===== config.mk =====
export PLATFORM = sky130hd
export DESIGN_NAME = ag32gbd_ram_read
export DESIGN_NICKNAME = d
export VERILOG_FILES = /design/src/rtl/ag32gbd_ram_read.sv
export SDC_FILE = /design/constraint.sdc
export NUM_CORES = 1
export LEC_CHECK = 0
export CAP_MARGIN = 0
export CORE_ASPECT_RATIO = 1.75
export CORE_MARGIN = 1.5
export CORE_UTILIZATION = 35
export CTS_BUF_LIST = sky130_fd_sc_hd__clkbuf_2
export DETAILED_ROUTE_END_ITERATION = 12
export PLACE_DENSITY = 0.52
export SLEW_MARGIN = 20
export SYNTH_ARGS = -nofsm -noshare
export SYNTH_HDL_FRONTEND = slang
export SYNTH_SLANG_ARGS = --single-unit

===== constraint.sdc =====
create_clock -name sys_clock -period 3.4 [get_ports sys_clock]
set_input_delay 0.51 -clock sys_clock [delete_from_list [all_inputs] [get_ports sys_clock]]
set_output_delay 0.51 -clock sys_clock [all_outputs]
set_load 0.05 [all_outputs]

===== src/rtl/ag32gbd_ram_read.sv =====
// Reads one 256-byte SRAM tile block and unpacks the 2bpp bit-plane pairs into linear packed pixels.
// Optional macro RAM_READ_CHECKSUM_EN adds an 8-bit wrapping sum of all captured SRAM bytes.
module ag32gbd_ram_read #(
  parameter int CE_SETUP_CYCLES  = 10,
  parameter int READ_WAIT_CYCLES = 6
) (
  input  logic        sys_clock,
  input  logic        sys_reset,
  input  logic        NewRunReset,
  input  logic        BlockReadRequest,
  output logic        Gbd_Reading_Ram,
  output logic [11:0] Ram_Reading_Addr_Low,
  input  logic [7:0]  Ram_Reading_Data,
  output logic        Ram_Reading_nCS,
  output logic        Ram_Reading_nOE,
  output logic        RequestWriteBuffer,
  output logic [9:0]  WriteBufferOffset,
  output logic [7:0]  WriteBufferData,
  input  logic        BufferWriteAck,
  output logic        BlockReadDone,
  output logic [7:0]  BlockChecksum
);

  typedef enum logic [2:0] {
    S_IDLE, S_SETUP, S_RD_LO, S_RD_HI, S_WR_B, S_WR_A, S_NEXT, S_FINISH
  } state_t;

  localparam logic [7:0] SETUP_LAST = 8'(CE_SETUP_CYCLES - 1);
  localparam logic [7:0] WAIT_LAST  = 8'(READ_WAIT_CYCLES - 1);

  logic       req_meta_q, req_sync_q, req_prev_q, edge_q;
  state_t     state_q, state_d;
  logic [7:0] cnt_q, cnt_d;
  logic [6:0] n_q, n_d;
  logic [3:0] round_q, round_d;
  logic [7:0] lo_q, lo_d, hi_q, hi_d;
  logic [11:0] addr_q, addr_d;
  logic       ncs_q, ncs_d, noe_q, noe_d;
  logic       wreq_q, wreq_d;
  logic [7:0] woff_q, woff_d, wdat_q, wdat_d;
  logic       done_q, done_d;
  logic [7:0] pix_a, pix_b;
  logic [6:0] n_inc;
  logic       clear;

  assign clear = sys_reset | NewRunReset;
  assign n_inc = n_q + 7'd1;

  // Each output pixel pair is {H bit, L bit}; A holds the upper nibbles, B the lower.
  generate
    for (genvar gi = 0; gi < 4; gi++) begin : g_unpack
      assign pix_a[2*gi+1] = hi_q[4+gi];
      assign pix_a[2*gi]   = lo_q[4+gi];
      assign pix_b[2*gi+1] = hi_q[gi];
      assign pix_b[2*gi]   = lo_q[gi];
    end
  endgenerate

  always_ff @(posedge sys_clock) begin
    if (sys_reset) begin
      req_meta_q <= 1'b0;
      req_sync_q <= 1'b0;
      req_prev_q <= 1'b0;
      edge_q     <= 1'b0;
    end else begin
      req_meta_q <= BlockReadRequest;
      req_sync_q <= req_meta_q;
      req_prev_q <= req_sync_q;
      edge_q     <= req_sync_q & ~req_prev_q;
    end
  end

`ifdef RAM_READ_CHECKSUM_EN
  logic [7:0] csum_q, csum_d;
  assign BlockChecksum = csum_q;
`else
  assign BlockChecksum = 8'h00;
`endif

  always_comb begin
    state_d = state_q;
    cnt_d   = cnt_q;
    n_d     = n_q;
    round_d = round_q;
    lo_d    = lo_q;
    hi_d    = hi_q;
    addr_d  = addr_q;
    ncs_d   = ncs_q;
    noe_d   = noe_q;
    wreq_d  = wreq_q;
    woff_d  = woff_q;
    wdat_d  = wdat_q;
    done_d  = 1'b0;
`ifdef RAM_READ_CHECKSUM_EN
    csum_d  = csum_q;
`endif
    unique case (state_q)
      S_IDLE: begin
        if (edge_q) begin
          ncs_d   = 1'b0;
          cnt_d   = 8'd0;
          n_d     = 7'd0;
          state_d = S_SETUP;
`ifdef RAM_READ_CHECKSUM_EN
          csum_d  = 8'h00;
`endif
        end
      end
      S_SETUP: begin
        if (cnt_q == SETUP_LAST) begin
          addr_d  = {round_q, n_q, 1'b0};
          noe_d   = 1'b0;
          cnt_d   = 8'd0;
          state_d = S_RD_LO;
        end else begin
          cnt_d = cnt_q + 8'd1;
        end
      end
      S_RD_LO: begin
        // The high-byte address is applied on the capture edge, a full wait ahead of its own capture.
        if (cnt_q == WAIT_LAST) begin
          lo_d    = Ram_Reading_Data;
          addr_d  = {round_q, n_q, 1'b1};
          cnt_d   = 8'd0;
          state_d = S_RD_HI;
`ifdef RAM_READ_CHECKSUM_EN
          csum_d  = csum_q + Ram_Reading_Data;
`endif
        end else begin
          cnt_d = cnt_q + 8'd1;
        end
      end
      S_RD_HI: begin
        if (cnt_q == WAIT_LAST) begin
          hi_d    = Ram_Reading_Data;
          noe_d   = 1'b1;
          cnt_d   = 8'd0;
          state_d = S_WR_B;
`ifdef RAM_READ_CHECKSUM_EN
          csum_d  = csum_q + Ram_Reading_Data;
`endif
        end else begin
          cnt_d = cnt_q + 8'd1;
        end
      end
      S_WR_B: begin
        if (wreq_q) begin
          if (BufferWriteAck) begin
            wreq_d  = 1'b0;
            state_d = S_WR_A;
          end
        end else if (!BufferWriteAck) begin
          wreq_d = 1'b1;
          woff_d = {n_q[2:0], n_q[6:3], 1'b0};
          wdat_d = pix_b;
        end
      end
      S_WR_A: begin
        if (wreq_q) begin
          if (BufferWriteAck) begin
            wreq_d  = 1'b0;
            state_d = S_NEXT;
          end
        end else if (!BufferWriteAck) begin
          wreq_d = 1'b1;
          woff_d = {n_q[2:0], n_q[6:3], 1'b1};
          wdat_d = pix_a;
        end
      end
      S_NEXT: begin
        if (n_q == 7'd127) begin
          state_d = S_FINISH;
        end else begin
          n_d     = n_inc;
          addr_d  = {round_q, n_inc, 1'b0};
          noe_d   = 1'b0;
          cnt_d   = 8'd0;
          state_d = S_RD_LO;
        end
      end
      S_FINISH: begin
        ncs_d   = 1'b1;
        noe_d   = 1'b1;
        addr_d  = 12'h000;
        round_d = round_q + 4'd1;
        done_d  = 1'b1;
        state_d = S_IDLE;
      end
      default: state_d = S_IDLE;
    endcase
  end

  always_ff @(posedge sys_clock) begin
    if (clear) begin
      state_q <= S_IDLE;
      cnt_q   <= 8'd0;
      n_q     <= 7'd0;
      round_q <= 4'd0;
      lo_q    <= 8'h00;
      hi_q    <= 8'h00;
      addr_q  <= 12'h000;
      ncs_q   <= 1'b1;
      noe_q   <= 1'b1;
      wreq_q  <= 1'b0;
      woff_q  <= 8'h00;
      wdat_q  <= 8'h00;
      done_q  <= 1'b0;
`ifdef RAM_READ_CHECKSUM_EN
      csum_q  <= 8'h00;
`endif
    end else begin
      state_q <= state_d;
      cnt_q   <= cnt_d;
      n_q     <= n_d;
      round_q <= round_d;
      lo_q    <= lo_d;
      hi_q    <= hi_d;
      addr_q  <= addr_d;
      ncs_q   <= ncs_d;
      noe_q   <= noe_d;
      wreq_q  <= wreq_d;
      woff_q  <= woff_d;
      wdat_q  <= wdat_d;
      done_q  <= done_d;
`ifdef RAM_READ_CHECKSUM_EN
      csum_q  <= csum_d;
`endif
    end
  end

  assign Gbd_Reading_Ram      = (state_q != S_IDLE);
  assign Ram_Reading_Addr_Low = addr_q;
  assign Ram_Reading_nCS      = ncs_q;
  assign Ram_Reading_nOE      = noe_q;
  assign RequestWriteBuffer   = wreq_q;
  assign WriteBufferOffset    = {2'b00, woff_q};
  assign WriteBufferData      = wdat_q;
  assign BlockReadDone        = done_q;

endmodule


Word level (Yosys, flattened, before mapping) --
Index checks and enable logic that the tools add are counted.
Storage, ports and cells: bits in registers 74, output and inout bits 43, word-level logic and storage cells 105, bits of input ports 13
Cells by class: bitwise logic cells 3, multiplexer cells 40, add/subtract/negate cells 3, reductions and logical operators 19, equal/unequal tests 23
Operators by type and width (number):
- two-way mux 8 bit | 12
- one-hot mux 12 bit (4 select lines) | 1
- two-way mux 12 bit | 3
- one-hot mux 8 bit (2 select lines) | 2
- one-hot mux 8 bit (4 select lines) | 1
- two-way mux 3 bit | 9
- inequality test 2 bit (second input constant) | 13
- one-hot mux 3 bit (8 select lines) | 1
- two-way mux 7 bit | 2
- one-hot mux 7 bit (2 select lines) | 1
- equality test 3 bit (second input constant) | 4
- nonzero test 4 bit | 3
- adder 8 x 1 -> 8 bit (second input constant) | 1
- equality test 8 x 3 -> 1 bit (second input constant) | 1
- equality test 8 x 4 -> 1 bit (second input constant) | 1
- AND reduction 4 bit | 2
- AND reduction 8 bit | 1
- adder 7 x 1 -> 7 bit (second input constant) | 1
- equality test 7 bit (second input constant) | 1
- equality test 3 x 2 -> 1 bit (second input constant) | 2
- two-way mux 1 bit | 6
- AND reduction 2 bit | 3
- AND reduction 3 bit | 2
- nonzero test 2 bit | 3
- other kinds (11) | 12

Logic depth before layout (Yosys ltp) --
Gate-level depths: netlist (run 1).
word-level depth 4, gate-level depth with buffers 7, mapped depth without buffers 6

Worst setup path before layout (run 1) --
No wires, ideal clock.
path kind register to register, start register n_q[1], end register addr_q[4], in the netlist Ram_Reading_Addr_Low[4], data required time 3.276 ns, slack 1.754 ns, clock period less this slack 1.646 ns, setup time 0.124 ns, arrival 1.522 ns, buffers on the path 1, stages on the path, launching flop included 7, path through dfxtp_1 > ha_1 > nand3_4 > o31a_1 > buf_2 > o31ai_1 > a21oi_1
On the way: cells in the longest elaborated chain, start to end 3, elaborated cells on any way between the ends 6, those cells by class 1 x add/sub; 2 x eq/ne; 2 x mux; 1 x reduce/logical
Ends and longest elaborated chain:
- from (decl) | RTL line 34 | logic [6:0] n_q, n_d;
- from (signal assigned) | RTL line 214 | n_q <= n_d;
- adder 7 x 1 -> 7 bit / equality test 7 bit (equally long branches) | RTL line 47, 171
- two-way mux 12 bit / inequality test 2 bit (equally long branches)
- one-hot mux 12 bit (4 select lines) / AND reduction 4 bit (equally long branches)
- to (signal assigned) | RTL line 218 | addr_q <= addr_d;
- to (decl) | RTL line 37 | logic [11:0] addr_q, addr_d;
Several ways; a longest one is shown, not always the timed one. The select of a mux whose other input is x is not followed. A chain may end at the register's enable or synchronous reset.

Worst setup path after layout (run 1) --
start register state_q[2], end output Gbd_Reading_Ram
On the way: cells in the longest elaborated chain, start to end 1
Ends and longest elaborated chain:
- from (decl) | RTL line 32 | state_t state_q, state_d;
- from (signal assigned) | RTL line 212 | state_q <= state_d;
- nonzero test 3 bit | RTL line 231 | assign Gbd_Reading_Ram = (state_q != S_IDLE);
- to (decl) | RTL line 11 | output logic Gbd_Reading_Ram,
No other way between the ends.

==> run_results.csv, run 1 <==
group,metric,value,unit
run_status,status,"finished clean",
pwr,clockPowerShare,28.8,%
clock_tree,insertion_delay,0.52,ns
yosys,synthCells,396,
grt,grt.overflow.total,0,
yosys,synth_ff_type,"dfxtp_1",
pwr,p_switching,0.361,mW
pwr,comb_power_share,6.5,%
finish,design_area,4060,µm²
finish,multi_input_area,1820,µm²
finish,area.growth.synth_to_final,15.7,%
setup_path,crit_chain,"inv_2 -> nand2_1 -> clkdlybuf4s50_1",
placement,dp_hpwl,6.21,mm
clock_tree,clockBufferDepth,2,
die,fp.dieW,78.7,µm
clock_tree,cts_setup_buffers,0,
sta,hold_viol,0,
sta,final.period_utilization,87.8,%
setup_path,critPathMaxStageDelay,0.81,ns
setup_path,critPathLaunchType,"register",
detailed_routing,viasPerCell,5.37,
detailed_routing,drt_iter0_drc,143,
placement,dp_cells,544,
grt,grtUsageTotal,17.6,%
clock_tree,numCtsBuffers,9,
clock_tree,cts_sinks,74,
finish,final_common_cell,"dfxtp_1",
finish,fillers,1005,
pwr,seqPwrFrac,64.7,%
yosys,ys_ff_latch,74,
detailed_routing,ant_nets,0,
finish,ff_latch_area,1480,µm²
sta,grt_setup_unrepaired,"false",
grt,antenna_found_initial,1,
yosys,synth_area,3510,µm²
sta,slew_viol_final,0,
sta,setup_tns,0,ns
detailed_routing,drtPass1Iterations,6,
die,core,9790,µm²
die,die_y,135,µm
clock_tree,tritoncts,"yes",
yosys,async_flop_share,0,%
clock_tree,cts.repair.resized,0,
die,fp-row-count,48,
yosys,synth_edf_count,0,
setup_path,required,2.89,ns
finish,fin_util,41.5,%
clock_tree,holdBufCountCts,0,
sta,fin_crit,2.98,ns
finish,finalNonFillerCells,561,
finish,nets,447,
pwr,swShare,26.7,%
sta,fin_ws,0.416,ns
pwr,ir_worst_vdd,0.163,mV
detailed_routing,vias,3013,
placement,place.gp.congestion,0.805,
yosys,ys_types,58,
sta,skew,0.0322,ns
setup_path,path_class,"reg -> out",
placement,port_buffers,45,
detailed_routing,drc_errors,0,
sta,setup_viol,0,
sta,fmax,335,MHz
pwr,internal-power,0.990,mW
sta,relSlewSlack,48.1,%
sta,tightestPinTransition,0.777,ns
clock_tree,cts-root-buf,"clkbuf_2",
detailed_routing,wl_per_cell,16.0,µm
yosys,synth_seq_area_share,42.2,%
worst_hold_path,hp-class,"reg -> reg",
setup_path,cp_top_family,"buffers and inverters",
finish,final_cell_mix,"74 x dfxtp_1, 45 x clkdlybuf4s50_1, 41 x nor2_1, 36 x nand2_1, 27 x a21oi_1",
die,num_io_pins,56,
yosys,post_synth.cell_area_avg,8.87,µm²
pwr,p_leak,1.42,nW
yosys,synth_warnings,0,
setup_path,crit_buf_inv,2,
clock_tree,cts.clk_slew.worst_paths,0.20,ns
grt,grt_max_degree,30,
grt,grt_first_pass_wirelength,14.4,mm
clock_tree,htreeDepth,3,
placement,place_area,3980,µm²
setup_path,worst_ep_arrival_time,2.47,ns
die,start_util,35.9,%
setup_path,path_max_fanout,16,
finish,drive_gt1_share,8.05,%
placement,dp_slack,1.00,ns
die,dieArea,10700,µm²
setup_path,critPathCaptureType,"output port",
setup_path,slowest_stage,"clkdlybuf4s50_1",
grt,grt_pass1_vias,2870,
detailed_routing,wl,8.96,mm
flow_run,cap_violations,0,
pwr,power_density,333,nW/µm²
-- power by group through the flow --
stage | clock network [mW] | logic, mW | registers [mW]
after global routing | 0.440 | 0.0945 | 0.876
after detailed placement | 0 | 0.0887 | 0.892
after CTS | 0.409 | 0.0888 | 0.875
after floorplan | 0 | 0.0646 | 0.894
final | 0.389 | 0.0883 | 0.875
after global placement | 0 | 0.0888 | 0.892
-- cell type report --
cell class	instances	share of cell area, %
multi-input cells	285	44.8
flip-flops and latches	74	36.5
repair buffers	50	12.0
well taps	125	3.85
clock buffers	11	1.36
inverters	10	0.924
clock inverters	5	0.524
diodes	1	0.0616
-- cells by family (layout without fill, tap and decap cells) --
family                   Yosys count  count (layout)  synth area share (%)
AO/OA/AOI/OAI                     91              91                  18.7
XOR/XNOR                           6               6                  1.50
adder cells (fa/ha/maj)            4               4                  1.43
buffers and inverters             46              76                  6.95
flip-flops                        74              74                  42.2
multiplexers                      19              19                  5.42
other                              1              11                 0.107
AND/OR/NAND/NOR                  155             155                  23.7
-- synth_stat cells, types with 2 or more instances --
cell type	count	area [µm²]
o21ai_0	11	55.1
nand2b_1	2	12.5
o211ai_1	5	37.5
or4_1	2	15.0
buf_2	9	45.0
a21oi_1	27	135
nand3_1	22	110
o31ai_1	3	22.5
and2_1	2	12.5
o21a_1	3	22.5
ha_1	4	50.1
o221ai_1	6	52.6
nor3_1	11	55.1
nor2_1	41	154
inv_1	9	33.8
dfxtp_1	74	1480
o22ai_1	4	25.0
nand2_1	36	135
a31oi_1	2	12.5
xnor2_1	2	17.5
xor2_1	4	35.0
a311oi_1	13	114
and3_1	3	18.8
mux2i_1	19	190
nand3b_1	3	22.5
nand4_1	9	56.3
buf_4	14	105
clkbuf_1	12	45.0
and4bb_2	2	25.0
a211oi_1	5	37.5
nor4_4	3	63.8
nor2b_1	8	50.1
-- routing by layer --
layer  track usage, %  vias up  part of all wire (%)
met5                0        -                     0
met4             8.73        0                   2.2
met3             3.37       14                   4.1
met2             29.6       86                    51
met1             21.2     1426                    43
li1                 -     1487                     -
-- per-stage QoR --
stage               hold WS (ns)  power, mW
floorplan                  0.367      0.958
global placement           0.378      0.981
detailed placement         0.382      0.981
CTS                        0.401       1.37
global route               0.412       1.41
finish                     0.394       1.35
-- flip-flops by register name (all words and copies together) (netlist names), 4 cells and up --
signal	flops
lo_q	8
woff_q	8
WriteBufferData	8
Ram_Reading_Addr_Low	12
hi_q	8
n_q	7
round_q	4
cnt_q	8
-- worst reg2reg max path: stages (launching register included) --
cell and delay (ns):
dfxtp_1 0.57, ha_1 0.37, nand3_4 0.18, o31ai_4 0.51, nand2_1 0.31, a311oi_1 0.30
-- final timing paths --
kind	to	from	depth (start not counted)	slack (ns)
max	Gbd_Reading_Ram	state_q[2]	3	0.42
max reg2reg	Ram_Reading_Addr_Low[7]	n_q[0]	5	1.05
min reg2reg	edge_q	req_prev_q	1	0.39
min	edge_q	req_prev_q	1	0.39
Note: power is estimated with default switching activity, not from simulation.
==> run 2: changes to the inputs <==
ABC_AREA = 1   (was not set)
ABC_CLOCK_PERIOD_IN_PS = 3400   (was not set)
CAP_MARGIN = 20   (was 0)
==> run 2 against run 1 <==
  * Hold slack gained 0.013 ns
  * Die area shrank 2.3%
  * Clock-buffer cell count grew 1
  * Maximum frequency grew 12%
  * Global-route usage shrank 0.36 points
  * Sequential share of layout area grew 0.33 points
  * Sequential cell count is the same
  * Cell area shrank 0.89%
  * Total power grew 7.2%
  * Final cell count grew 15%
  * Critical endpoint unchanged
==> run_results.csv, run 2 <==
group,metric,value,unit
run_status,status,"finished clean",
pwr,fin_total_pwr,1.45,mW
yosys,ys_ff_latch,74,
detailed_routing,ant_nets,0,
yosys,synth_area_leaders,"dfxtp_1 43%, nor2_1 11%, o21ai_0 8.6%",
die,num_io_pins,56,
yosys,post_synth.cell_area_avg,7.17,µm²
worst_hold_path,holdPathEnd,"edge_q",
yosys,synth_top_area_cell,"dfxtp_1",
die,fp.dieW,77.8,µm
sta,grt_setup_unrepaired,"false",
sta,slew_viol_final,0,
setup_path,path_max_fanout,6,
finish,ff_latch_area,1480,µm²
finish,fin_util,42.5,%
yosys,synth_seq_area_share,43.2,%
setup_path,path_class,"reg -> out",
yosys,yosysTopAreaCellShare,43.2,%
setup_path,critPathCaptureType,"output port",
setup_path,required,2.89,ns
worst_hold_path,hold_start,"req_prev_q",
die,die_y,134,µm
clock_tree,numCtsBuffers,9,
grt,antenna_found_initial,0,
grt,grtUsageTotal,17.2,%
pwr,power_density,360,nW/µm²
grt,grt.overflow.total,0,
sta,setup_tns,0,ns
placement,dp_cells,632,
grt,grt_pass1_vias,2829,
sta,skew,0.0163,ns
finish,nets,538,
flow_run,cap_violations,0,
setup_path,worst_ep_arrival_time,2.16,ns
yosys,synth_ff_type,"dfxtp_1",
sta,fmax,375,MHz
pwr,p_leak,1.63,nW
placement,place.gp.congestion,0.813,
setup_path,ff2ff_setup_slack,1.35,ns
die,dieArea,10400,µm²
finish,fillers,1015,
clock_tree,insertion_delay,0.52,ns
finish,area.growth.synth_to_final,17.5,%
sta,relSlewSlack,58.9,%
detailed_routing,drc_errors,0,
finish,final_cell_mix,"95 x nor2_1, 74 x dfxtp_1, 70 x nand2_1, 59 x o21ai_0, 49 x inv_1",
finish,diodes,0,
worst_hold_path,hp-class,"reg -> reg",
finish,largest_reg_flops,12,
die,start_util,36.2,%
yosys,synth_edf_count,0,
yosys,synthCells,478,
sta,fin_crit,2.67,ns
yosys,ys_types,31,
finish,finalNonFillerCells,647,
die,fp-row-count,47,
sta,fin_ws,0.732,ns
clock_tree,clockBufferDepth,2,
yosys,synth_warnings,0,
grt,grt_max_degree,54,
die,core,9470,µm²
yosys,synth_most_common_cell,"nor2_1",
clock_tree,cts-root-buf,"clkbuf_2",
finish,multi_input_area,1610,µm²
yosys,async_flop_share,0,%
clock_tree,cts_sinks,74,
clock_tree,cts.clk_slew.worst_paths,0.18,ns
sta,hold_viol,0,
setup_path,reg2reg_to,"WriteBufferData[2]",
sta,whs,0.407,ns
pwr,ir_worst_vdd,0.171,mV
placement,port_buffers,45,
detailed_routing,wl_per_cell,13.1,µm
yosys,synth_common_cells,"96 x nor2_1, 74 x dfxtp_1, 70 x nand2_1",
clock_tree,cts.repair.resized,0,
finish,final_common_cell,"nor2_1",
finish,design_area,4030,µm²
clock_tree,holdBufCountCts,0,
setup_path,critPathLaunchType,"register",
detailed_routing,vias,3044,
placement,dp_slack,1.32,ns
grt,grt_first_pass_wirelength,13.9,mm
detailed_routing,wl,8.47,mm
setup_path,rr_worst_depth,7,
detailed_routing,drtPass1Iterations,4,
sta,setup_viol,0,
worst_hold_path,min_path_cells,1,
detailed_routing,drt_iter0_drc,129,
yosys,synth_area,3430,µm²
clock_tree,tritoncts,"yes",
clock_tree,htreeDepth,3,
detailed_routing,viasPerCell,4.70,
placement,place_area,3920,µm²
sta,final.period_utilization,78.5,%
sta,tightestPinTransition,0.615,ns
finish,drive_gt1_share,8.38,%
clock_tree,cts_setup_buffers,0,
setup_path,r2r-start,"state_q[2]",
placement,dp_hpwl,6.31,mm
-- run 2: cell types whose count changed after synthesis, sizes merged, moves of 13 or more --
| cell | before | now |
|---|---|---|
| nand2 | 37 | 76 |
| inv | 10 | 56 |
| a311oi | 13 | 0 |
| mux2i | 19 | 0 |
| nor2 | 42 | 99 |
| o21ai | 11 | 66 |
-- run 2: how the worst max path moves through the flow --
stage                          start         endpoint  slack (ns)  depth (start not counted)
final                     state_q[1]  Gbd_Reading_Ram        0.73                          3
after global routing      state_q[2]  Gbd_Reading_Ram        0.55                          3
after CTS                 state_q[1]  Gbd_Reading_Ram        0.70                          3
after detailed placement  state_q[1]  Gbd_Reading_Ram        1.32                          3
after global placement    state_q[1]  Gbd_Reading_Ram        1.33                          3
after floorplan           state_q[1]           n_q[1]        1.78                          6
-- run 2: area by class of cell --
| cell class | count | share of cell area, % |
|---|---|---|
| clock inverters | 3 | 1.03 |
| multi-input cells | 333 | 40.1 |
| flip-flops and latches | 74 | 36.8 |
| repair buffers | 47 | 11.6 |
| inverters | 56 | 5.22 |
| clock buffers | 12 | 1.49 |
| well taps | 122 | 3.79 |
-- run 2: metal layers --
layer,GRT usage (%),vias to the layer above,wire (µm)
li1,-,1608,-
met1,19.6,1374,3530
met2,30.2,56,4550
met3,4.56,6,303
met4,6.67,0,94
met5,0,-,0
-- run 2: kinds of logic after synthesis --
group           share of synthesized area [%]
buf+inv                                  10.7
fa+ha+maj                                1.46
compound gates                           16.1
other cells                             0.109
xor+xnor                                 1.02
flops                                    43.2
simple gates                             27.4
-- run 2: worst max-delay path: stages, from the launching register on --
cell and delay [ns]:
dfxtp_1 0.53, nor2_1 0.13, nand2_1 0.16, clkdlybuf4s50_1 0.83
-- run 2: report_power, final --
| group | total, mW | internal (mW) | switching, mW |
|---|---|---|---|
| Clock | 0.474 | 0.173 | 0.301 |
| Sequential | 0.877 | 0.874 | 0.00345 |
| Combinational | 0.0978 | 0.0284 | 0.0694 |
| Total | 1.45 | 1.08 | 0.374 |
==> run 3: changes to the inputs <==
ABC_CLOCK_PERIOD_IN_PS = 2430   (was 3400)
PLACE_DENSITY = 0.54   (was 0.52)
clock period = 2.43 ns   (was 3.4 ns; I/O delays follow)
==> run 3 against run 2 <==
  * Largest cell class unchanged
  * Utilization increased by 0.37 points
  * Final cell count increased by 0.77%
  * Clock-buffer cell count decreased by 2
  * Combinational power increased by 44%
  * First-iteration DRC count increased by 14%
==> run_results.csv, run 3 (same netlist as run 2, synthesis figures left out) <==
group,metric,value,unit
pwr,comb_power_share,6.9,%
clock_tree,cts_setup_buffers,0,
sta,setup_tns,0,ns
clock_tree,insertion_delay,0.53,ns
grt,grt_pass1_vias,2988,
pwr,internal-power,1.50,mW
worst_hold_path,hp-class,"in -> reg",
setup_path,crit_buf_inv,2,
setup_path,slowest_stage,"dfxtp_1",
pwr,ir_worst_vdd,0.343,mV
die,start_util,36.2,%
sta,grt_setup_unrepaired,"false",
setup_path,critPathLaunchType,"register",
detailed_routing,drt_iter0_drc,147,
detailed_routing,route.met3.wl,296,µm
die,dieArea,10400,µm²
pwr,seqPwrFrac,59.8,%
setup_path,crit_chain,"inv_2 -> nand2_1 -> dlygate4sd2_1",
setup_path,critPathCaptureType,"output port",
clock_tree,cts.clk_slew.worst_paths,0.20,ns
detailed_routing,wl,8.63,mm
detailed_routing,met2_length,4.75,mm
clock_tree,numCtsBuffers,9,
run_status,status,"finished clean",
sta,skew,0.0224,ns
setup_path,path_max_fanout,8,
die,core,9470,µm²
setup_path,worst_ep_arrival_time,1.91,ns
grt,grt_first_pass_wirelength,14.0,mm
setup_path,path_class,"reg -> out",
pwr,p_switching,0.551,mW
setup_path,critPathMaxStageDelay,0.57,ns
grt,grt.overflow.total,0,
sta,hold_viol,0,
clock_tree,clockBufferDepth,2,
sta,tightestPinTransition,0.515,ns
grt,antenna_found_initial,0,
pwr,fin_total_pwr,2.05,mW
setup_path,cp_top_family,"buffers and inverters",
flow_run,cap_violations,0,
detailed_routing,drtPass1Iterations,4,
clock_tree,htreeDepth,3,
placement,port_buffers,45,
placement,place_area,3950,µm²
finish,final_common_cell,"nor2_1",
sta,setup_viol,0,
placement,place.gp.congestion,0.843,
detailed_routing,drc_errors,0,
sta,final.period_utilization,93.4,%
setup_path,required,2.07,ns
grt,grt_max_degree,40,
detailed_routing,viasPerCell,4.77,
die,fp.dieW,77.8,µm
die,num_io_pins,56,
finish,largest_reg_flops,12,
finish,drive_gt1_share,9.25,%
finish,nets,542,
detailed_routing,ant_nets,0,
pwr,power_density,505,nW/µm²
clock_tree,cts_sinks,74,
clock_tree,tritoncts,"yes",
sta,relSlewSlack,65.5,%
placement,dp_hpwl,6.51,mm
finish,area.growth.synth_to_final,18.5,%
sta,slew_viol_final,0,
grt,grtUsageTotal,17.4,%
detailed_routing,vias,3110,
finish,diodes,0,
sta,fmax,441,MHz
pwr,clockPowerShare,33.3,%
pwr,p_leak,1.66,nW
finish,final_cell_mix,"95 x nor2_1, 74 x dfxtp_1, 70 x nand2_1, 59 x o21ai_0, 49 x inv_1",
pwr,swShare,26.8,%
finish,design_area,4060,µm²
detailed_routing,wl_met1,3.33,mm
sta,fin_crit,2.27,ns
detailed_routing,top_layer,"met4",
die,fp-row-count,47,
detailed_routing,wl_per_cell,13.2,µm
die,die_y,134,µm
clock_tree,cts-root-buf,"clkbuf_2",
==> run 3: cell count changes in the layout (fill, tap and decap cells not counted) <==
| cell | before | now |
|---|---|---|
| buf_4 | 2 | 6 |
| clkinv_2 | 0 | 3 |
| clkbuf_2 | 12 | 10 |
| clkdlybuf4s50_1 | 45 | 44 |
| clkinv_4 | 0 | 1 |
| clkinvlp_4 | 1 | 0 |
| dlygate4sd2_1 | 0 | 1 |
==> run 3: layout make-up <==
type	count	area, µm²
clock buffer	10	50.0
multi-input combinational	333	1610
clock inverter	6	57.6
timing repair buffer	51	494
fill	1037	5410
tap	122	153
sequential	74	1480
inverter	56	210
==> run 3: metal layers <==
layer / track usage (%) / vias up
li1: - / 1604
met1: 17.2 / 1436
met2: 33.1 / 54
met3: 3.74 / 16
met4: 9.09 / 0
met5: 0 / -
==> run 3: worst min-delay path, delay by kind of cell <==
kind / cells / cell delay (ns)
buf+inv: 2 / 0.44
simple gates: 1 / 0.03
==> run 3: power groups by stage <==
| stage | sequential (mW) | combinational [mW] | clock, mW |
|---|---|---|---|
| after floorplan | 1.26 | 0.100 | 0 |
| after global placement | 1.25 | 0.141 | 0 |
| after detailed placement | 1.25 | 0.142 | 0 |
| after CTS | 1.23 | 0.142 | 0.707 |
| after global routing | 1.23 | 0.154 | 0.748 |
| final | 1.23 | 0.141 | 0.684 |
==> run 3: per-stage QoR <==
stage | instances | util [%] | hold WS [ns] | worst slack (ns)
2_1_floorplan | 487 | - | 0.373 | 0.815
3_3_place_gp | 636 | 41.8 | 0.390 | 0.529
3_5_place_dp | 636 | 41.8 | 0.390 | 0.487
4_1_cts | 652 | 42.9 | 0.276 | 0.131
5_1_grt | 652 | 42.9 | 0.305 | 0.0458
6_report | 652 | 42.9 | 0.329 | 0.160
==> run 3: worst paths after layout <==
path / start / to / slack [ns] / cells past startpoint
worst max-delay path: state_q[2] / Gbd_Reading_Ram / 0.16 / 3
worst min-delay path: BlockReadRequest / req_meta_q / 0.33 / 3
worst max register to register: state_q[1] / woff_q[1] / 0.62 / 8
worst min register to register: req_prev_q / edge_q / 0.41 / 1
==> run 3: timing repair <==
action,4_1_cts,5_1_grt
gates resized for setup,1,0
setup endpoints to repair,1,0
hold buffers,0,0
